<file path="config.mk">
export PLATFORM = sky130hd
export DESIGN_NAME = solo_squash_inputs_flat
export DESIGN_NICKNAME = d
export VERILOG_FILES = /design/src/rtl/solo_squash_inputs_if.sv /design/src/rtl/solo_squash_inputs.sv /design/src/flat_wrapper.sv
export SDC_FILE = /design/constraint.sdc
export NUM_CORES = 1
export LEC_CHECK = 0
export CAP_MARGIN = 20
export CORE_ASPECT_RATIO = 0.5
export CORE_UTILIZATION = 57
export CTS_BUF_LIST = sky130_fd_sc_hd__clkbuf_2 sky130_fd_sc_hd__clkbuf_4 sky130_fd_sc_hd__clkbuf_8
export DETAILED_ROUTE_END_ITERATION = 6
export MAX_ROUTING_LAYER = met4
export PLACE_DENSITY_LB_ADDON = 0.25
export SLEW_MARGIN = 20
export SYNTH_ARGS = -nofsm -noshare
export SYNTH_HDL_FRONTEND = slang
export SYNTH_SLANG_ARGS = --single-unit
</file>
<file path="constraint.sdc">
create_clock -name clk -period 2 [get_ports clk]
set_clock_uncertainty 0.2 [all_clocks]
set_input_delay 0.4 -clock clk [delete_from_list [all_inputs] [get_ports clk]]
set_output_delay 0.4 -clock clk [all_outputs]
set_load 0.005 [all_outputs]
</file>
<file path="src/rtl/solo_squash_inputs_if.sv">
// rtl/solo_squash_inputs_if.sv - button input and conditioned control signals of the solo_squash input block
interface solo_squash_inputs_if;
    logic [3:0] btn_n;
    logic [3:0] pressed;
    logic [3:0] press_pulse;
    logic [3:0] release_pulse;
    logic       paused;
    logic       new_game;
    logic       paddle_up;
    logic       paddle_down;
    logic       tick;

    modport slave (
        input  btn_n,
        output pressed, press_pulse, release_pulse, paused, new_game,
               paddle_up, paddle_down, tick
    );

    modport master (
        output btn_n,
        input  pressed, press_pulse, release_pulse, paused, new_game,
               paddle_up, paddle_down, tick
    );
endinterface

</file>
<file path="src/rtl/solo_squash_inputs.sv">
// rtl/solo_squash_inputs.sv - synchronise, debounce and edge-detect the solo_squash pushbuttons
module solo_squash_inputs #(
    parameter int TICK_DIV    = 25000,
    parameter int DB_COUNT    = 4,
    parameter int SYNC_STAGES = 2
) (
    input logic                 clk,
    input logic                 reset_n,
    solo_squash_inputs_if.slave bus
);
    localparam int PW = (TICK_DIV > 1) ? $clog2(TICK_DIV) : 1;
    localparam int CW = (DB_COUNT > 1) ? $clog2(DB_COUNT) : 1;
    localparam logic [PW-1:0] PCNT_LAST = PW'(TICK_DIV - 1);
    localparam logic [CW-1:0] CNT_LAST  = CW'(DB_COUNT - 1);

    logic [PW-1:0]          pcnt;
    logic [PW-1:0]          pcnt_next;
    logic                   tick;
    logic [SYNC_STAGES-1:0] sync_q [4];
    logic [3:0]             s;
    logic [3:0]             db;
    logic [3:0]             db_next;
    logic [CW-1:0]          cnt      [4];
    logic [CW-1:0]          cnt_next [4];
    logic [3:0]             press_pulse;
    logic [3:0]             release_pulse;
    logic                   paused;

    // tick is registered so it reads 0 during reset even when TICK_DIV is 1
    assign pcnt_next = (pcnt == PCNT_LAST) ? '0 : pcnt + PW'(1);

    always_ff @(posedge clk) begin
        if (!reset_n) begin
            pcnt <= '0;
            tick <= 1'b0;
        end else begin
            pcnt <= pcnt_next;
            tick <= (pcnt_next == PCNT_LAST);
        end
    end

    always_ff @(posedge clk) begin
        for (int i = 0; i < 4; i++) begin
            if (!reset_n)
                sync_q[i] <= '1;
            else
                sync_q[i] <= {sync_q[i][SYNC_STAGES-2:0], bus.btn_n[i]};
        end
    end

    always_comb begin
        for (int i = 0; i < 4; i++)
            s[i] = sync_q[i][SYNC_STAGES-1];
    end

    // any sample that agrees with the accepted level restarts the count
    always_comb begin
        db_next = db;
        for (int i = 0; i < 4; i++) begin
            cnt_next[i] = cnt[i];
            if (s[i] == db[i]) begin
                cnt_next[i] = '0;
            end else if (tick) begin
                if (cnt[i] == CNT_LAST) begin
                    db_next[i]  = s[i];
                    cnt_next[i] = '0;
                end else begin
                    cnt_next[i] = cnt[i] + CW'(1);
                end
            end
        end
    end

    always_ff @(posedge clk) begin
        if (!reset_n) begin
            db            <= '1;
            press_pulse   <= '0;
            release_pulse <= '0;
            for (int i = 0; i < 4; i++)
                cnt[i] <= '0;
        end else begin
            db            <= db_next;
            press_pulse   <= db & ~db_next;
            release_pulse <= ~db & db_next;
            for (int i = 0; i < 4; i++)
                cnt[i] <= cnt_next[i];
        end
    end

    // new game overrides a coincident pause press
    always_ff @(posedge clk) begin
        if (!reset_n)
            paused <= 1'b0;
        else if (press_pulse[1])
            paused <= 1'b0;
        else if (press_pulse[0])
            paused <= ~paused;
    end

    assign bus.pressed       = ~db;
    assign bus.press_pulse   = press_pulse;
    assign bus.release_pulse = release_pulse;
    assign bus.paused        = paused;
    assign bus.new_game      = press_pulse[1];
    assign bus.paddle_up     = ~db[2] & db[3];
    assign bus.paddle_down   = ~db[3] & db[2];
    assign bus.tick          = tick;
endmodule

</file>
<file path="src/flat_wrapper.sv">
// flat-port wrapper written by rule: the top's interface ports become plain ports
module solo_squash_inputs_flat 
#(
    parameter int TICK_DIV    = 25000,
    parameter int DB_COUNT    = 4,
    parameter int SYNC_STAGES = 2
)
  (clk, reset_n, bus_btn_n, bus_pressed, bus_press_pulse, bus_release_pulse, bus_paused, bus_new_game, bus_paddle_up, bus_paddle_down, bus_tick);
  solo_squash_inputs_if bus_i ();
  input logic clk;
  input logic reset_n;
  input wire logic [$bits(bus_i.btn_n)-1:0] bus_btn_n;
  output wire logic [$bits(bus_i.pressed)-1:0] bus_pressed;
  output wire logic [$bits(bus_i.press_pulse)-1:0] bus_press_pulse;
  output wire logic [$bits(bus_i.release_pulse)-1:0] bus_release_pulse;
  output wire logic [$bits(bus_i.paused)-1:0] bus_paused;
  output wire logic [$bits(bus_i.new_game)-1:0] bus_new_game;
  output wire logic [$bits(bus_i.paddle_up)-1:0] bus_paddle_up;
  output wire logic [$bits(bus_i.paddle_down)-1:0] bus_paddle_down;
  output wire logic [$bits(bus_i.tick)-1:0] bus_tick;
  assign bus_i.btn_n = bus_btn_n;
  assign bus_pressed = bus_i.pressed;
  assign bus_press_pulse = bus_i.press_pulse;
  assign bus_release_pulse = bus_i.release_pulse;
  assign bus_paused = bus_i.paused;
  assign bus_new_game = bus_i.new_game;
  assign bus_paddle_up = bus_i.paddle_up;
  assign bus_paddle_down = bus_i.paddle_down;
  assign bus_tick = bus_i.tick;
  solo_squash_inputs #(.TICK_DIV(TICK_DIV), .DB_COUNT(DB_COUNT), .SYNC_STAGES(SYNC_STAGES)) u_core (.clk(clk), .reset_n(reset_n), .bus(bus_i));
endmodule
</file>
==> results of run 1 <==
[metal layers]
metal,global-route usage [%],part of all wire (%)
met1,27.99,49
met2,34.92,46
met3,7.198,4.0
met4,8.276,0.83
met5,-,0
[report_power, final]
part,internal [µW],switching [µW]
Combinational,25.5,23.6
Sequential,906,11.1
Clock,241,301
[cell usage after synthesis, types with 2 or more instances]
| cell | number | share of area (%) |
|---|---|---|
| mux2i_1 | 8 | 4.2 |
| nand3_1 | 14 | 3.6 |
| xnor2_1 | 9 | 4.1 |
| nand2_1 | 26 | 5.1 |
| nor2b_1 | 3 | 0.97 |
| nand2b_1 | 8 | 2.6 |
| and3_1 | 4 | 1.3 |
| o21ai_0 | 3 | 0.78 |
| xor2_1 | 10 | 4.5 |
| dfxtp_1 | 45 | 47 |
| clkbuf_1 | 3 | 0.58 |
| nor3b_1 | 2 | 0.78 |
| buf_2 | 2 | 0.52 |
| nor2_1 | 34 | 6.6 |
| ha_1 | 5 | 3.2 |
| buf_4 | 2 | 0.78 |
| a21oi_1 | 2 | 0.52 |
| o22ai_1 | 2 | 0.65 |
| nor3_1 | 6 | 1.6 |
| nand4_1 | 3 | 0.97 |
| inv_1 | 6 | 1.2 |
| and2_1 | 2 | 0.65 |
[flip-flops by register name (all words and copies together) (netlist names)]
name	flops
u_core.bus.tick	1
u_core.cnt	8
u_core.sync_q	8
u_core.pcnt	15
u_core.db	4
u_core.bus.paused	1
u_core.bus.press_pulse	4
u_core.bus.release_pulse	4
[area by class of cell]
cell class,instances,area share [%]
Multi-Input combinational cell,154,41.98
Sequential cell,45,39.48
Timing Repair Buffer,28,11.67
Clock buffer,5,2.999
Tap cell,40,2.181
Inverter,6,0.9815
Clock inverter,2,0.7088
[timing repair]
| item | 4_1_cts | 5_1_grt |
|---|---|---|
| gates resized for setup | 3 | 4 |
| endpoints found under the setup margin | 2 | 3 |
| buffers inserted | 0 | 0 |
[how the worst max path moves through the flow]
stage / startpoint / end / slack [ps] / cells past startpoint
floorplan: u_core.pcnt[0] / u_core.bus.tick / 290 / 6
global placement: reset_n / u_core.bus.tick / 150 / 5
detailed placement: reset_n / u_core.bus.tick / 90 / 5
CTS: u_core.db[2] / bus_paddle_down / 7 / 3
global route: u_core.db[3] / bus_paddle_up / 7 / 3
finish: u_core.db[3] / bus_paddle_up / 70 / 3
[stage by stage]
stage	cell area (µm²)	std cells
final	2295	280
after CTS	2278	280
after global routing	2295	280
after global placement	2188	273
after floorplan	1926	214
after detailed placement	2188	273
[cell families (layout without fill, tap and decap cells)]
logic type | Yosys count | in the layout | share of synthesized area [%]
AND/OR/NAND/NOR | 111 | 111 | 29.31
flip-flops | 45 | 45 | 46.78
XOR/XNOR | 19 | 19 | 8.642
buffers and inverters | 15 | 41 | 3.898
AO/OA/AOI/OAI | 11 | 11 | 3.963
multiplexers | 8 | 8 | 4.159
adder cells (fa/ha/maj) | 5 | 5 | 3.249
==> results.md, run 1 <==
Status:
- The run finished with clean final reports.

Setup path:
- The largest single stage delay on the critical path is 500 ps.
- The startpoint identified for the worst register-to-register timing path is u_core.pcnt[0].
- The type of the setup path with the least slack is flop to output pin.
- The nature of the critical path startpoint is a flop.
- The cell family with the largest share of critical-path delay is buffers and inverters.
- Data on the critical path is required at its endpoint by 1400 ps.
- For this design, the slowest cell found on the critical path is clkdlybuf4s50_1.
- The slack of the worst reg-to-reg path is around 140 ps.
- For the worst setup path, the data arrival time is between 1000 and 1500 ps.
- Along the worst path, the maximum fanout reaches 5.
- Together, buffers and inverters on the worst path number 2.
- The worst register-to-register path has a depth of 6.
- Traced cell by cell, the critical path runs through inv_1 > nor2_1 > clkdlybuf4s50_1.
- The capture instance of the worst register-to-register path is u_core.bus.tick.
- STA classifies the critical path endpoint as an output pin.

Clock network:
- The later pin in the worst-skew pair is clocked with a latency of 290 ps.
- Buffers inserted to repair hold after CTS numbered 0.
- The tree is rooted in a clkbuf_8.
- The CTS tree is yes.
- Buffers inserted during clock tree synthesis total 5.
- The maximum count of clock buffers along a single path is 2.
- Clock-pin slew was measured on the worst setup and hold paths at 90 ps.
- The clock net in this run drives a total of between 40 and 50 sinks.
- The H-tree was split into 2 levels.

Worst hold path:
- The tightest min-delay check is of the flop to flop type.
- The path with the worst hold slack has its endpoint at u_core.sync_q[0][1].
- The startpoint of the tightest hold check path is u_core.sync_q[0][0].
- The hold path depth is 1.

Finish:
- The top cell types in the final layout, fill and taps aside, are 43 x dfxtp_1, 34 x nor2_1, 26 x nand2_1.
- Once layout is complete, the utilization of the core stands at between 70% and 80%.
- The footprint of the flip-flops and latches is 905.9 µm².
- The most frequent standard cell in the layout excluding fill and tap cells is dfxtp_1.
- The multi-input combinational cells in the finished layout cover a total of a little under 0.001 mm².
- In the final design database the tool counted 251 nets.
- Of the cells placed in the final design, the portion with a size suffix greater than 1 is about a tenth.
- The filler cells instantiated in the layout total about 220.
- From synthesis to final layout, the design area changed by 19.17%.
- The count of inserted antenna diode cells is 0.

Synth:
- Synthesis produced a netlist with a net count of 225.
- The number of warnings issued by yosys is 0.
- The number of flops mapped to enable cells by yosys is 0.
- The share of the Yosys chip area taken by registers is a little under half.
- Synthesis instantiated 37 different standard cells from the library.
- After synthesis the cells add up to between 0.0015 and 0.002 mm².
- In the synthesized netlist the dominant register cell turns out to be dfxtp_1.
- The flip-flop and latch count after synthesis is 45.
- A synthesized cell averages ~9 µm².
- The number of instances in the synthesized netlist is around 210.
- For this run, asynchronously set or reset flops after synthesis account for 0%.

Drt:
- Wires add up to about 3600 µm.
- The DRC marker count from the first detailed-route iteration is 41.
- The first-pass detailed-route iteration total is 4.
- The detail route stage leaves a number of antenna-violating nets equal to 0.
- The overall via count from detail_route is 1,483.
- The wire length per cell after detailed routing is 12.94 µm.
- Using the TritonRoute via totals, the vias-per-cell ratio works out to roughly 5.3.
- The post-route DRC violation count is 0.

GRT:
- The total overflow left after global routing is 0.
- The first global-routing pass estimated 6009 µm of wire.
- The number of antenna violations at the first check in global routing is 0.
- Entering global routing, the biggest net connects 23 pins.
- The number of global-route vias before repair was approximately 1.3k.
- Global routing consumed, over all layers together, a little under a quarter of the routing resources.

Floorplan:
- The floorplan has 14 rows.
- The initial standard-cell utilization of the core is 62.11%.
- The placeable core area is 0.003100 mm².
- The number of top-level pins is 23.
- In this run the vertical extent of the chip is 43.10 µm.
- The floorplan step defined a die boundary enclosing 0.003629 mm².
- The die width is ~84 µm.

Placement:
- The half-perimeter wire length after placement is 2441 µm.
- Before CTS, the worst setup slack after placement is 89.64 ps.
- The number of buffer cells added on primary ports is 22.
- At the end of routability-driven placement, the weighted congestion stood at between 0.9 and 1.

Job:
- The number of maximum-capacitance constraint violations is 0.

Timing:
- The worst max-slew margin expressed relative to the limit is slightly below 80%.
- Derived from the worst setup path, the maximum achievable clock frequency is 0.5193 GHz.
- Final hold analysis gives a worst-case slack of between 200 and 250 ps.
- The total negative slack is 0 ps.
- The worst path uses between 90 and 100% of the clock period.
- The final critical path time including I/O delays and setup is approximately 1900 ps.
- The number of endpoints with negative hold slack in the final report was 0.
- Across all setup checks in the final design, the least slack found is ~74 ps.
- The number of failing setup endpoints in the final timing report is 0.
- The max-slew violation total from the final report was 0.
- The worst-margin pin slew is slightly above 300 ps.
- Setup repair after global routing left no endpoint under its margin.

Pwr:
- The cell area power density is approximately 660 mW/mm².
- The leakage power figure is about 0.0009 µW.
- The final total power is about 1500 µW.
- Across the VDD grid, the largest voltage drop is between 0.3 and 0.4 mV.
No activity file was read; power rests on OpenSTA's default activity.
==> run 2, diff against run 1 <==
--- a/config.mk
+++ b/config.mk
@@ -11,7 +11,7 @@
 export CTS_BUF_LIST = sky130_fd_sc_hd__clkbuf_2 sky130_fd_sc_hd__clkbuf_4 sky130_fd_sc_hd__clkbuf_8
 export DETAILED_ROUTE_END_ITERATION = 6
 export MAX_ROUTING_LAYER = met4
-export PLACE_DENSITY_LB_ADDON = 0.25
+export PLACE_DENSITY = 0.9
 export SLEW_MARGIN = 20
 export SYNTH_ARGS = -nofsm -noshare
 export SYNTH_HDL_FRONTEND = slang
==> run 2 against run 1 <==
Effect of this change:
- clock-buffer cell count is the same
- worst setup slack lost 13 ps
- via count grew 0.54%
- maximum frequency shrank 0.67%
- global-route usage grew 0.54 points
- sequential power is essentially flat
- core utilization grew 0.69 points
- total power grew 11%
- final cell count shrank 0.36%
- largest power group unchanged
==> results.md, run 2 (synthesis gave the netlist of run 1 again) <==
Finish:
- The number of fill cells in the layout is 195 (-12%).
- The proportion of layout cells with a drive suffix above 1 came to 9.623% (-0.38 points).
- The most frequent standard cell in the layout excluding fill and tap cells is dfxtp_1.
- The number of nets in the final layout is 249 (-0.80%).
- The top cell types in the final layout, fill and taps aside, are 43 x dfxtp_1, 34 x nor2_1, 26 x nand2_1.
- The count of inserted antenna diode cells came to 0 (unchanged).
- The number of flip-flops in the largest register is 15 (unchanged).
- The largest registers in the layout are u_core.pcnt x15, u_core.cnt x8, u_core.sync_q x8.
- The area growth from synthesis to layout is 20.27%.
- The most flop-heavy register is u_core.pcnt.

Clock network:
- The maximum count of clock buffers along a single path was 2 (unchanged).
- The CTS tree is yes.
- The source-to-sink clock delay at the later pin of the worst-skew pair came to 310 ps (+20 ps).
- The clock slew seen by the registers of the worst setup and hold paths is 90 ps (about the same).
- The number of sinks driven by the clock tree is 45 (unchanged).
- The root cell of the clock tree is clkbuf_8.
- The count of hold-fix buffers inserted at cts came to 0 (unchanged).
- The setup fix buffers added after clock tree synthesis is 0 (unchanged).
- The count of H-tree levels built during CTS is 2 (unchanged).
- The number of instances resized during post-cts repair is 2 (-1).
- The clock buffer count from CTS is 5 (unchanged).

Placement:
- The worst setup timing slack at the placement stage is 57.69 ps (-31.95 ps).
- The half-perimeter wire length after placement is 2450 µm (+0.35%).
- The routability congestion estimate from global placement came to 0.8866 (-3.0%).
- The number of buffer cells added on primary ports came to 22 (unchanged).

GRT:
- The number of global-route vias before repair is 1,412 (+7.1%).
- The total global-route track usage is 23.10% (+0.54 points).
- The first-pass GRT wire length is 6051 µm (+0.70%).
- The total grt overflow is 0 (unchanged).
- The maximum number of pins on one net before global-route repair is 23 (unchanged).
- The number of antenna violations at the first check in global routing was 0 (unchanged).

Timing:
- The max-slew violation total from the final report is 0 (unchanged).
- The number of failing setup endpoints in the final timing report was 0 (unchanged).
- The worst setup margin is 61.38 ps (-13.00 ps).
- The worst-margin pin slew is 389.0 ps (+81.68 ps).
- Setup repair after global routing left no endpoint under its margin.
- The post-route clock period utilization is 96.93% (+0.65 points).
- The final critical path time including I/O delays and setup came to 1939 ps (+13.00 ps).
- The total negative slack is 0 ps (unchanged).
- The number of endpoints with negative hold slack in the final report is 0 (unchanged).
- The worst max-slew margin expressed relative to the limit is 74.03% (-5.5 points).
- The fmax was 0.5158 GHz (-0.67%).

Drt:
- The number of vias per cell after detailed routing is 5.344 (+0.90%).
- The post-detailed-route count of antenna-violating nets is 0 (unchanged).
- The wire length after detailed routing was 3461 µm (-4.5%).
- The DRC marker count from the first detailed-route iteration is 47 (+15%).
- The overall via count from detail_route is 1,491 (+0.54%).
- The wire length per cell after detailed routing is 12.41 µm (-4.1%).
- The post-route DRC violation count is 0 (unchanged).
- The first-pass detailed-route iteration total is 4 (unchanged).

Floorplan:
- The placeable core area is 0.003100 mm² (unchanged).
- The total die area was 0.003629 mm² (unchanged).
- The chip height is 43.10 µm (unchanged).
- The die width is 84.20 µm (unchanged).
- The initial standard-cell utilization of the core came to 62.11% (unchanged).
- The number of top-level pins was 23 (unchanged).
- The number of cell rows is 14 (unchanged).

Pwr:
- The cell area power density came to 723.4 mW/mm² (+10%).
- The maximum VDD drop is 0.5551 mV (+59%).
- The leakage power figure is 0.0009257 µW (+3.0%).

Setup path:
- The data required time of the worst path was 1400 ps (about the same).
- The critical path is of the flop to output pin type.
- The slack of the worst reg-to-reg path is 100 ps (-40 ps).
- On the critical path, the stage with the largest delay is an instance of clkdlybuf4s50_1.
- The nature of the critical path startpoint is a flop.
- The maximum fanout along the worst path came to 5 (unchanged).
- STA classifies the critical path endpoint as an output pin.
- Traced cell by cell, the critical path runs through inv_1 > clkdlybuf4s50_1.
- The stage delay of the slowest cell on the critical path is 560 ps (+60 ps).
- The worst endpoint data arrival time is 1340 ps (about the same).

Job:
- The number of maximum-capacitance constraint violations was 0 (unchanged).

Worst hold path:
- The worst hold path belongs to the class flop to flop.

Status:
- The flow ran to the end, and the final reports show no timing, DRC or antenna violations.
## run 2: power by group
part | switching [µW] | internal (µW) | total, µW | leakage (µW)
combinational | 22.2 | 25.3 | 47.5 | 0.000502
sequential | 11.5 | 905 | 916 | 0.000365
clock | 330 | 381 | 711 | 0.0000591
## run 2: worst paths after layout
check,start,to,cells past startpoint
max,u_core.db[3],bus_pressed[3],2
min,u_core.sync_q[0][0],u_core.sync_q[0][1],1
max reg2reg,u_core.pcnt[0],u_core.bus.tick,6
min reg2reg,u_core.sync_q[0][0],u_core.sync_q[0][1],1
## run 2: critical path: cells and delay by family (launching register included)
family	cells	cell delay [ps]
buffers and inverters	2	660
DFF	1	370
## run 2: routing by layer
layer  wire length, µm  global-route usage [%]  up-vias
li1                  -                       -      755
met1              1488                   25.00      680
met2              1669                   37.21       42
met3               196                   8.366       14
met4               106                   14.14        0
met5                 0                       -        -
## run 2: cell type report
type | count | area [µm²] | share of cell area [%]
Clock buffer | 5 | 68.82 | 2.971
Clock inverter | 3 | 47.55 | 2.053
Inverter | 6 | 22.52 | 0.9724
Multi-Input combinational cell | 154 | 963.4 | 41.60
Sequential cell | 45 | 908.4 | 39.22
Tap cell | 40 | 50.05 | 2.161
Timing Repair Buffer | 26 | 255.2 | 11.02
## run 2: stage by stage
step           std cells  hold WS [ps]  utilization, %  total power, µW  area (µm²)
6_report             279         207.5           74.70             1675        2316
4_1_cts              279         211.4           73.93             1691        2292
3_3_place_gp         271         188.7           70.10            983.5        2173
5_1_grt              279         231.3           74.70             1737        2316
3_5_place_dp         271         192.4           70.10            985.4        2173
2_1_floorplan        214         186.3               -            966.3        1926
==> run 3, diff against run 2 <==
--- a/config.mk
+++ b/config.mk
@@ -5,6 +5,7 @@
 export SDC_FILE = /design/constraint.sdc
 export NUM_CORES = 1
 export LEC_CHECK = 0
+export ABC_CLOCK_PERIOD_IN_PS = 2000
 export CAP_MARGIN = 20
 export CORE_ASPECT_RATIO = 0.5
 export CORE_UTILIZATION = 57
@@ -12,7 +13,6 @@
 export DETAILED_ROUTE_END_ITERATION = 6
 export MAX_ROUTING_LAYER = met4
 export PLACE_DENSITY = 0.9
-export SLEW_MARGIN = 20
 export SYNTH_ARGS = -nofsm -noshare
 export SYNTH_HDL_FRONTEND = slang
 export SYNTH_SLANG_ARGS = --single-unit
==> results of run 3 <==
Same layout as run 2: the final DEF is identical, and so are final timing and power.
